--- src/rtl/ps2_rx_fifo.sv ---
// PS/2 device-to-host receiver with clock glitch filter, frame decoder,
// parity/framing/timeout error reporting and a first-word-fallthrough
// byte FIFO with a valid/ready handshake on the consumer side.
module ps2_rx_fifo #(
    parameter int FILTER_LEN     = 4,
    parameter int TIMEOUT_CYCLES = 10000,
    parameter int FIFO_DEPTH     = 8
) (
    input  logic                          clk_i,
    input  logic                          reset_ni,
    input  logic                          ps2_clk_async_i,
    input  logic                          ps2_data_async_i,
    output logic [7:0]                    data_o,
    output logic                          valid_o,
    input  logic                          ready_i,
    output logic [$clog2(FIFO_DEPTH):0]   count_o,
    output logic                          parity_err_o,
    output logic                          frame_err_o,
    output logic                          overflow_o
);

    typedef logic [7:0] byte_t;

    typedef enum logic [1:0] {
        S_IDLE,
        S_DATA,
        S_PARITY,
        S_STOP
    } state_t;

    localparam int FW = $clog2(FILTER_LEN + 1);
    localparam int TW = $clog2(TIMEOUT_CYCLES);
    localparam int PW = $clog2(FIFO_DEPTH);
    localparam int CW = PW + 1;

    localparam logic [FW-1:0] FILT_LAST = FW'(FILTER_LEN - 1);
    localparam logic [TW-1:0] TMO_LAST  = TW'(TIMEOUT_CYCLES - 1);
    localparam logic [CW-1:0] FULL_CNT  = CW'(FIFO_DEPTH);

    // Input synchronisers
    logic clk_meta_q, clk_sync_q, data_meta_q, data_sync_q;

    // Glitch filter
    logic [FW-1:0] filt_cnt_q, filt_cnt_d;
    logic          filt_clk_q, filt_clk_d;
    logic          filt_dly_q;
    logic          fall;
    logic          bit_in;

    // Frame decoder
    state_t        state_q, state_d;
    byte_t         shift_q, shift_d;
    logic [2:0]    bits_q, bits_d;
    logic          par_q, par_d;
    logic          ok_q, ok_d;
    logic [TW-1:0] timer_q, timer_d;
    logic          push;
    logic          perr_q, perr_d;
    logic          ferr_q, ferr_d;

    // FIFO
    byte_t         mem_q [FIFO_DEPTH];
    logic [PW-1:0] wr_ptr_q, wr_ptr_d;
    logic [PW-1:0] rd_ptr_q, rd_ptr_d;
    logic [CW-1:0] count_q, count_d;
    logic          ovf_q, ovf_d;
    logic          pop, full, wr_en;

    // Two-flop synchronisers; pins idle high so reset to 1
    always_ff @(posedge clk_i or negedge reset_ni) begin
        if (!reset_ni) begin
            clk_meta_q  <= 1'b1;
            clk_sync_q  <= 1'b1;
            data_meta_q <= 1'b1;
            data_sync_q <= 1'b1;
        end else begin
            clk_meta_q  <= ps2_clk_async_i;
            clk_sync_q  <= clk_meta_q;
            data_meta_q <= ps2_data_async_i;
            data_sync_q <= data_meta_q;
        end
    end

    // Filtered clock flips only after FILTER_LEN consecutive differing samples
    always_comb begin
        filt_cnt_d = '0;
        filt_clk_d = filt_clk_q;
        if (clk_sync_q != filt_clk_q) begin
            if (filt_cnt_q == FILT_LAST) begin
                filt_clk_d = clk_sync_q;
            end else begin
                filt_cnt_d = filt_cnt_q + 1'b1;
            end
        end
    end

    assign fall   = filt_dly_q & ~filt_clk_q;
    assign bit_in = data_sync_q;

    // Filter state and one-cycle-delayed copy used for edge detection
    always_ff @(posedge clk_i or negedge reset_ni) begin
        if (!reset_ni) begin
            filt_cnt_q <= '0;
            filt_clk_q <= 1'b1;
            filt_dly_q <= 1'b1;
        end else begin
            filt_cnt_q <= filt_cnt_d;
            filt_clk_q <= filt_clk_d;
            filt_dly_q <= filt_clk_q;
        end
    end

    // Frame decoder next state; a fall in the timeout cycle takes priority
    always_comb begin
        state_d = state_q;
        shift_d = shift_q;
        bits_d  = bits_q;
        par_d   = par_q;
        ok_d    = ok_q;
        timer_d = '0;
        push    = 1'b0;
        perr_d  = 1'b0;
        ferr_d  = 1'b0;
        if (state_q != S_IDLE) begin
            timer_d = timer_q + 1'b1;
        end
        if (fall) begin
            timer_d = '0;
            case (state_q)
                S_IDLE: begin
                    if (!bit_in) begin
                        state_d = S_DATA;
                        shift_d = '0;
                        bits_d  = '0;
                        par_d   = 1'b0;
                    end
                end
                S_DATA: begin
                    shift_d = {bit_in, shift_q[7:1]};
                    par_d   = par_q ^ bit_in;
                    bits_d  = bits_q + 1'b1;
                    if (bits_q == 3'd7) begin
                        state_d = S_PARITY;
                    end
                end
                S_PARITY: begin
                    ok_d    = par_q ^ bit_in;
                    state_d = S_STOP;
                end
                S_STOP: begin
                    if (bit_in) begin
                        push   = ok_q;
                        perr_d = ~ok_q;
                    end else begin
                        ferr_d = 1'b1;
                    end
                    state_d = S_IDLE;
                end
                default: state_d = S_IDLE;
            endcase
        end else if (state_q != S_IDLE && timer_q == TMO_LAST) begin
            state_d = S_IDLE;
            shift_d = '0;
            timer_d = '0;
            ferr_d  = 1'b1;
        end
    end

    // Frame decoder registers and registered error pulses
    always_ff @(posedge clk_i or negedge reset_ni) begin
        if (!reset_ni) begin
            state_q <= S_IDLE;
            shift_q <= '0;
            bits_q  <= '0;
            par_q   <= 1'b0;
            ok_q    <= 1'b0;
            timer_q <= '0;
            perr_q  <= 1'b0;
            ferr_q  <= 1'b0;
        end else begin
            state_q <= state_d;
            shift_q <= shift_d;
            bits_q  <= bits_d;
            par_q   <= par_d;
            ok_q    <= ok_d;
            timer_q <= timer_d;
            perr_q  <= perr_d;
            ferr_q  <= ferr_d;
        end
    end

    // FIFO bookkeeping; a pop frees the slot so push-while-full succeeds with a pop
    always_comb begin
        pop      = (count_q != '0) & ready_i;
        full     = (count_q == FULL_CNT);
        wr_en    = push & (~full | pop);
        ovf_d    = push & full & ~pop;
        wr_ptr_d = wr_en ? wr_ptr_q + 1'b1 : wr_ptr_q;
        rd_ptr_d = pop ? rd_ptr_q + 1'b1 : rd_ptr_q;
        count_d  = count_q;
        if (wr_en && !pop) begin
            count_d = count_q + 1'b1;
        end else if (!wr_en && pop) begin
            count_d = count_q - 1'b1;
        end
    end

    // FIFO pointers, occupancy and overflow pulse
    always_ff @(posedge clk_i or negedge reset_ni) begin
        if (!reset_ni) begin
            wr_ptr_q <= '0;
            rd_ptr_q <= '0;
            count_q  <= '0;
            ovf_q    <= 1'b0;
        end else begin
            wr_ptr_q <= wr_ptr_d;
            rd_ptr_q <= rd_ptr_d;
            count_q  <= count_d;
            ovf_q    <= ovf_d;
        end
    end

    // FIFO storage; contents are only observed while occupancy is non-zero
    always_ff @(posedge clk_i) begin
        if (wr_en) begin
            mem_q[wr_ptr_q] <= shift_q;
        end
    end

    assign valid_o      = (count_q != '0);
    assign data_o       = valid_o ? mem_q[rd_ptr_q] : 8'h00;
    assign count_o      = count_q;
    assign parity_err_o = perr_q;
    assign frame_err_o  = ferr_q;
    assign overflow_o   = ovf_q;

endmodule

--- config.mk ---
export PLATFORM = sky130hd
export DESIGN_NAME = ps2_rx_fifo
export DESIGN_NICKNAME = d
export VERILOG_FILES = /design/src/rtl/ps2_rx_fifo.sv
export SDC_FILE = /design/constraint.sdc
export NUM_CORES = 1
export LEC_CHECK = 0
export ABC_AREA = 0
export BUFFER_PORTS_ARGS = -buffer_cell sky130_fd_sc_hd__buf_2
export CORE_UTILIZATION = 59
export CTS_CLUSTER_SIZE = 12
export DETAILED_ROUTE_END_ITERATION = 8
export PLACE_DENSITY = 0.82
export SLEW_MARGIN = 40
export SYNTH_ARGS = -nofsm -noshare
export SYNTH_HDL_FRONTEND = slang
export SYNTH_SLANG_ARGS = --single-unit
export TNS_END_PERCENT = 5
--- constraint.sdc ---
create_clock -name clk_i -period 6.93 [get_ports clk_i]
set_input_delay 0.693 -clock clk_i [delete_from_list [all_inputs] [get_ports clk_i]]
set_output_delay 0.693 -clock clk_i [all_outputs]
set_load 0.05 [all_outputs]
Yosys cells after proc, flatten, opt, wreduce, memory -nomap -nowiden. Memories as Yosys holds them, arrays and structs flattened. Index checks and enable logic that the tools add are counted.

Flip-flop bits (word level): 51. Bits in latches: 0. Memory bits (writable): 64. ROM bits: 0. Output and inout bits: 16. Word-level logic and storage cells: 99. Memories kept: 1.

Add/sub/neg operators: 7. $mul: 0. Divide/modulo/power cells: 0. Order comparisons: 0. Equality and inequality tests: 12. Shift operators: 0. Muxes and demuxes: 33. Bitwise logic cells: 11. Reduce and logical (&&, ||, !) cells: 16.

Memories: mem_q (depth 8, bits a word 8, read ports 1, clocked after Yosys merged registers in 0, wr ports 1, line 62) `byte_t mem_q [FIFO_DEPTH];`.

Operators with widths (count): 14-bit two-way mux (3); 8-bit two-way mux (4); 8-bit one-hot mux with 2 select lines (1); 14-bit by 1-bit adder with 14-bit output (second input constant) (1); 14-bit == test (second input constant) (1); 1-bit two-way mux (13); 3-bit by 1-bit adder with 3-bit output (second input constant) (4); 3-bit two-way mux (3); 3-bit AND reduction (3); 2-bit two-way mux (4); 4-bit two-way mux (2); 2-bit one-hot mux with 4 select lines (1); 2-bit nonzero test (4); 3-bit != test (second input constant) (2); 3-bit one-hot mux with 2 select lines (1); 1-bit bitwise AND (5); 4-bit by 1-bit adder with 4-bit output (second input constant) (1); 2-bit == test (second input constant) (2); 4-bit == test (second input constant) (1); 1-bit NOT (4); 2-bit AND reduction (2); 4-bit nonzero test (1); 4-bit by 1-bit subtractor with 4-bit output (second input constant) (1); 3-bit by 2-bit == test with 1-bit output (second input constant) (1); 11 further kinds (14).

Logic depth before layout (Yosys ltp).
Depth after elaboration: 8. Mapped depth: 10. Gate-level depth less buffers: 10.

Worst setup path before layout. OpenSTA, ideal clock, no wires.

Path type: register -> register. Start: reg count_q[0], in the netlist count_o[0]. End: reg count_q[3], in the netlist count_o[3]. Setup time: 136 ps. Arrival time: 3140 ps. Required time: 6794 ps. Setup slack: 3654 ps. Cell stages (with the launch flop): 10. Period minus slack after synthesis: 3276 ps. Cell sequence: dfrtp_1 > nor4_2 > inv_1 > nand2_1 > ha_1 > inv_1 > ha_1 > a21o_1 > a2111oi_0 > o31ai_1.

Cells in the longest elaborated chain, start to end: 7.

RTL lines: start, declared (line 65) `logic [CW-1:0] count_q, count_d;`; start signal, assigned (line 218) `count_q <= count_d;`; 4-bit nonzero test (*); net valid_o (line 14) `output logic valid_o,`; 1-bit bitwise AND (*) (line 194) `pop = (count_q != '0) & ready_i;`; 1-bit OR (line 196) `wr_en = push & (~full | pop);`; 1-bit bitwise AND (line 196); 1-bit logical NOT (line 203) `end else if (!wr_en && pop) begin`; 1-bit logical AND (line 203); 2-bit nonzero test (no line).

The timed path passes the listed nets; every way through them passes the cells marked *. The select of a mux whose other input is x is not followed. A chain may end at the register's enable or synchronous reset.

Final worst setup path.
Start: reg count_q[0], in the netlist count_o[0]. End: reg count_q[3], in the netlist count_o[3].

Cells in the longest elaborated chain, start to end: 7.

RTL lines (line): 4-bit nonzero test / 4-bit == test (equally long branches) (194, 195); 1-bit bitwise AND / 1-bit NOT (equally long branches) (194, 196); 1-bit OR (196); 1-bit bitwise AND (196); 1-bit logical NOT (203); 1-bit logical AND (203); 2-bit nonzero test (no line).

Parallel ways exist; a longest one is shown, timed or not. The select of a mux whose other input is x is not followed.

==> results.ini <==
[cts]
cts-root-buf=clkbuf_8
numCtsBuffers=17
cts_sinks=115
htree_num_levels=4
insertion_delay_ns=0.52
cts_tree=yes
cts-resized-gates=0
cts_setup_buffers=0
clkTransAtPathRegs_ns=0.06
clk_path_buf_depth=2
postCtsHoldBufs=0

[worst_setup_path]
cp_cell_sequence=nor4_4 > inv_1 > nand2_1 > ha_1 > inv_1 > ha_1 > a21o_1 > a2111oi_0 > o31ai_1
cp_max_fo=9
worst_path_max_delay_cell=nor4_4
cpPeakStageDelay_ns=0.66
cp_data_required_time_ns=7.32
path_class=flip-flop to flip-flop
cp-end-kind=flip-flop
worstSetupStartpointType=flip-flop
crit_arrival_ns=3.47

[placed_design]
globalplace.congestion=0.7946
place_area_um2=5054
dp.cells=429
post-place-ws_ns=3.967
place_hpwl_um=5352
port-buffer-count=20

[drt]
wl_per_cell_um=19.30
via_per_inst=5.883
dr.first_iter.drc_count=204
postRouteAntennaNets=0
totalWireLength_um=8898
dr_total_vias=2712
drc=0
first_pass_iters=4

[cells_and_area]
fillers=503
antenna_cells=0
fin_area_um2=5684
drive_gt1_share_pct=26.74
fin_nets=365
fin_cells=461
postLayoutCoreUtil_pct=72.43
areaGrowthSynthToFinish_pct=16.94

[timing]
setup_tns_ns=0
tightest_slew_ns=0.8431
finalSetupViolCount=0
max_slew_margin_pct=43.59
finalCritPeriodShare_pct=44.38
clock_skew_ns=0.01785
fin_crit_ns=3.075
worst_slack_ns=3.855
finalHoldViolCount=0
rsz0062_at_grt=no
max_clock_freq_mhz=325.2
slew_violations=0

[global_route]
grtUsageTotal_pct=23.25
grt_pass1_wl_um=14340
grt_pass1_vias=2799
grt_overflow=0
met3_usage_pct=6.486
use_met1_pct=28.27
grt_use_met2_pct=39.46
antenna_found_initial=0
busiest_layer=met2
grt_max_degree=52

[outcome]
status=completed

[power_and_ir_drop]
irDropWorstVdd_uv=241.8
p_per_area_nw_per_um2=432.6
leakage_nw=2.187

[logic_synthesis]
syn_area_um2=4861
synthCells=315
synth_flop_cell=edfxtp_1
yosysUniqueCellTypes=46
synth-seq-area-share_pct=65.95
synth-edff-count=64
synth-seq-cells=115
syn_nets=334
yosysTopAreaCell=edfxtp_1
synthArstFlopShare_pct=44.35
synth.top_cell.area_share_pct=39.54
synthTopCellsByArea=edfxtp_1, dfrtp_1, mux4_2, ha_1, dfstp_2
yosys_warnings=0
syn_area_per_cell_um2=15.43

[floorplan]
core-area_um2=7848
die_area_um2=8606
die_w_um=92.77
ios=21
initial_core_util_pct=61.94
die_y_um=92.77
row_count=32

[flow_run]
cap_violations=0

[min_path]
hold_class=primary input to flip-flop

==> power breakdown <==
part / total [mW] / leakage [nW] / internal (mW) / switching (mW)
clock network: 0.902 / 0.299 / 0.587 / 0.315
registers: 0.914 / 1.24 / 0.784 / 0.130
logic: 0.644 / 0.644 / 0.249 / 0.394
total: 2.46 / 2.19 / 1.62 / 0.839
==> synth_stat cells, drive strengths merged, types with 8 or more instances <==
master and number:
mux4 16, nand2 15, a22o 10, xor2 11, nand3 9, edfxtp 64
xnor2 8, mux2i 10, ha 13, nor3 8, dfrtp 45, nor2 29
==> metrics by stage <==
step	total power, mW	hold WS, ns
floorplan	1.437	0.3452
global placement	1.534	0.3460
detailed placement	1.562	0.3479
CTS	2.475	0.2611
global route	2.557	0.2538
finish	2.459	0.2712
==> flip-flops by register name, indices dropped and copies added, names as in the netlist, 2 cells and up <==
name and flops:
count_o 4, mem_q 64, wr_ptr_q 3, shift_q 8
timer_q 14, rd_ptr_q 3, bits_q 3, filt_cnt_q 3
state_q 2
==> cells in the final DEF, fill, tap and decap left out, drive strengths merged, types with 5 or more instances in the layout <==
master   n
mux2i   10
nor3     8
clkbuf  17
buf     23
a22o    10
xor2    11
nand2   15
clkinv   6
nand2b   5
nor2    29
edfxtp  64
mux4    16
inv     10
dfrtp   45
xnor2    8
nand3    9
dfstp    6
ha      13
mux2     5
==> path summary, 6_finish.rpt <==
kind	start	endpoint	slack [ns]	cells after the start
worst min-delay path	ps2_data_async_i	data_meta_q	0.27	1
worst max-delay path	count_o[0]	count_o[3]	3.85	9
worst max register to register	count_o[0]	count_o[3]	3.85	9
worst min register to register	data_meta_q	bit_in	0.36	0
min in group asynchronous	reset_ni	frame_err_o	0.28	2
max in group asynchronous	reset_ni	rd_ptr_q[0]	6.20	2
==> kinds of logic after synthesis <==
kind of cell	share of synthesized area [%]
AOI/OAI and AO/OA	4.350
and+or+nand+nor	9.962
muxes	10.63
adders and majority gates	3.758
DFF	65.95
xor gates and xnor gates	3.423
buffers and inverters	1.931
==> layer usage <==
metal / up-vias / routed length (um)
li1: 1244 / -
met1: 1366 / 3507
met2: 87 / 4740
met3: 15 / 514
met4: 0 / 136
met5: - / 0
==> cell type report <==
class / count / area (um^2) / share of cell area [%]
inverter: 7 / 26.28 / 0.4622
clock buffer: 17 / 414.1 / 7.286
timing repair buffer: 23 / 122.6 / 2.157
sequential: 115 / 3207 / 56.42
tap: 102 / 127.6 / 2.245
multi-input combinational: 182 / 1580 / 27.80
clock inverter: 15 / 206.4 / 3.632
==> critical path, delay by kind of cell, from the launching register on <==
family	cells	cell delay, ns
simple gates	2	0.84
compound gates	3	0.77
fa+ha+maj	2	0.54
flops	1	0.48
buf+inv	2	0.30
No activity file was read; power rests on OpenSTA's default activity.
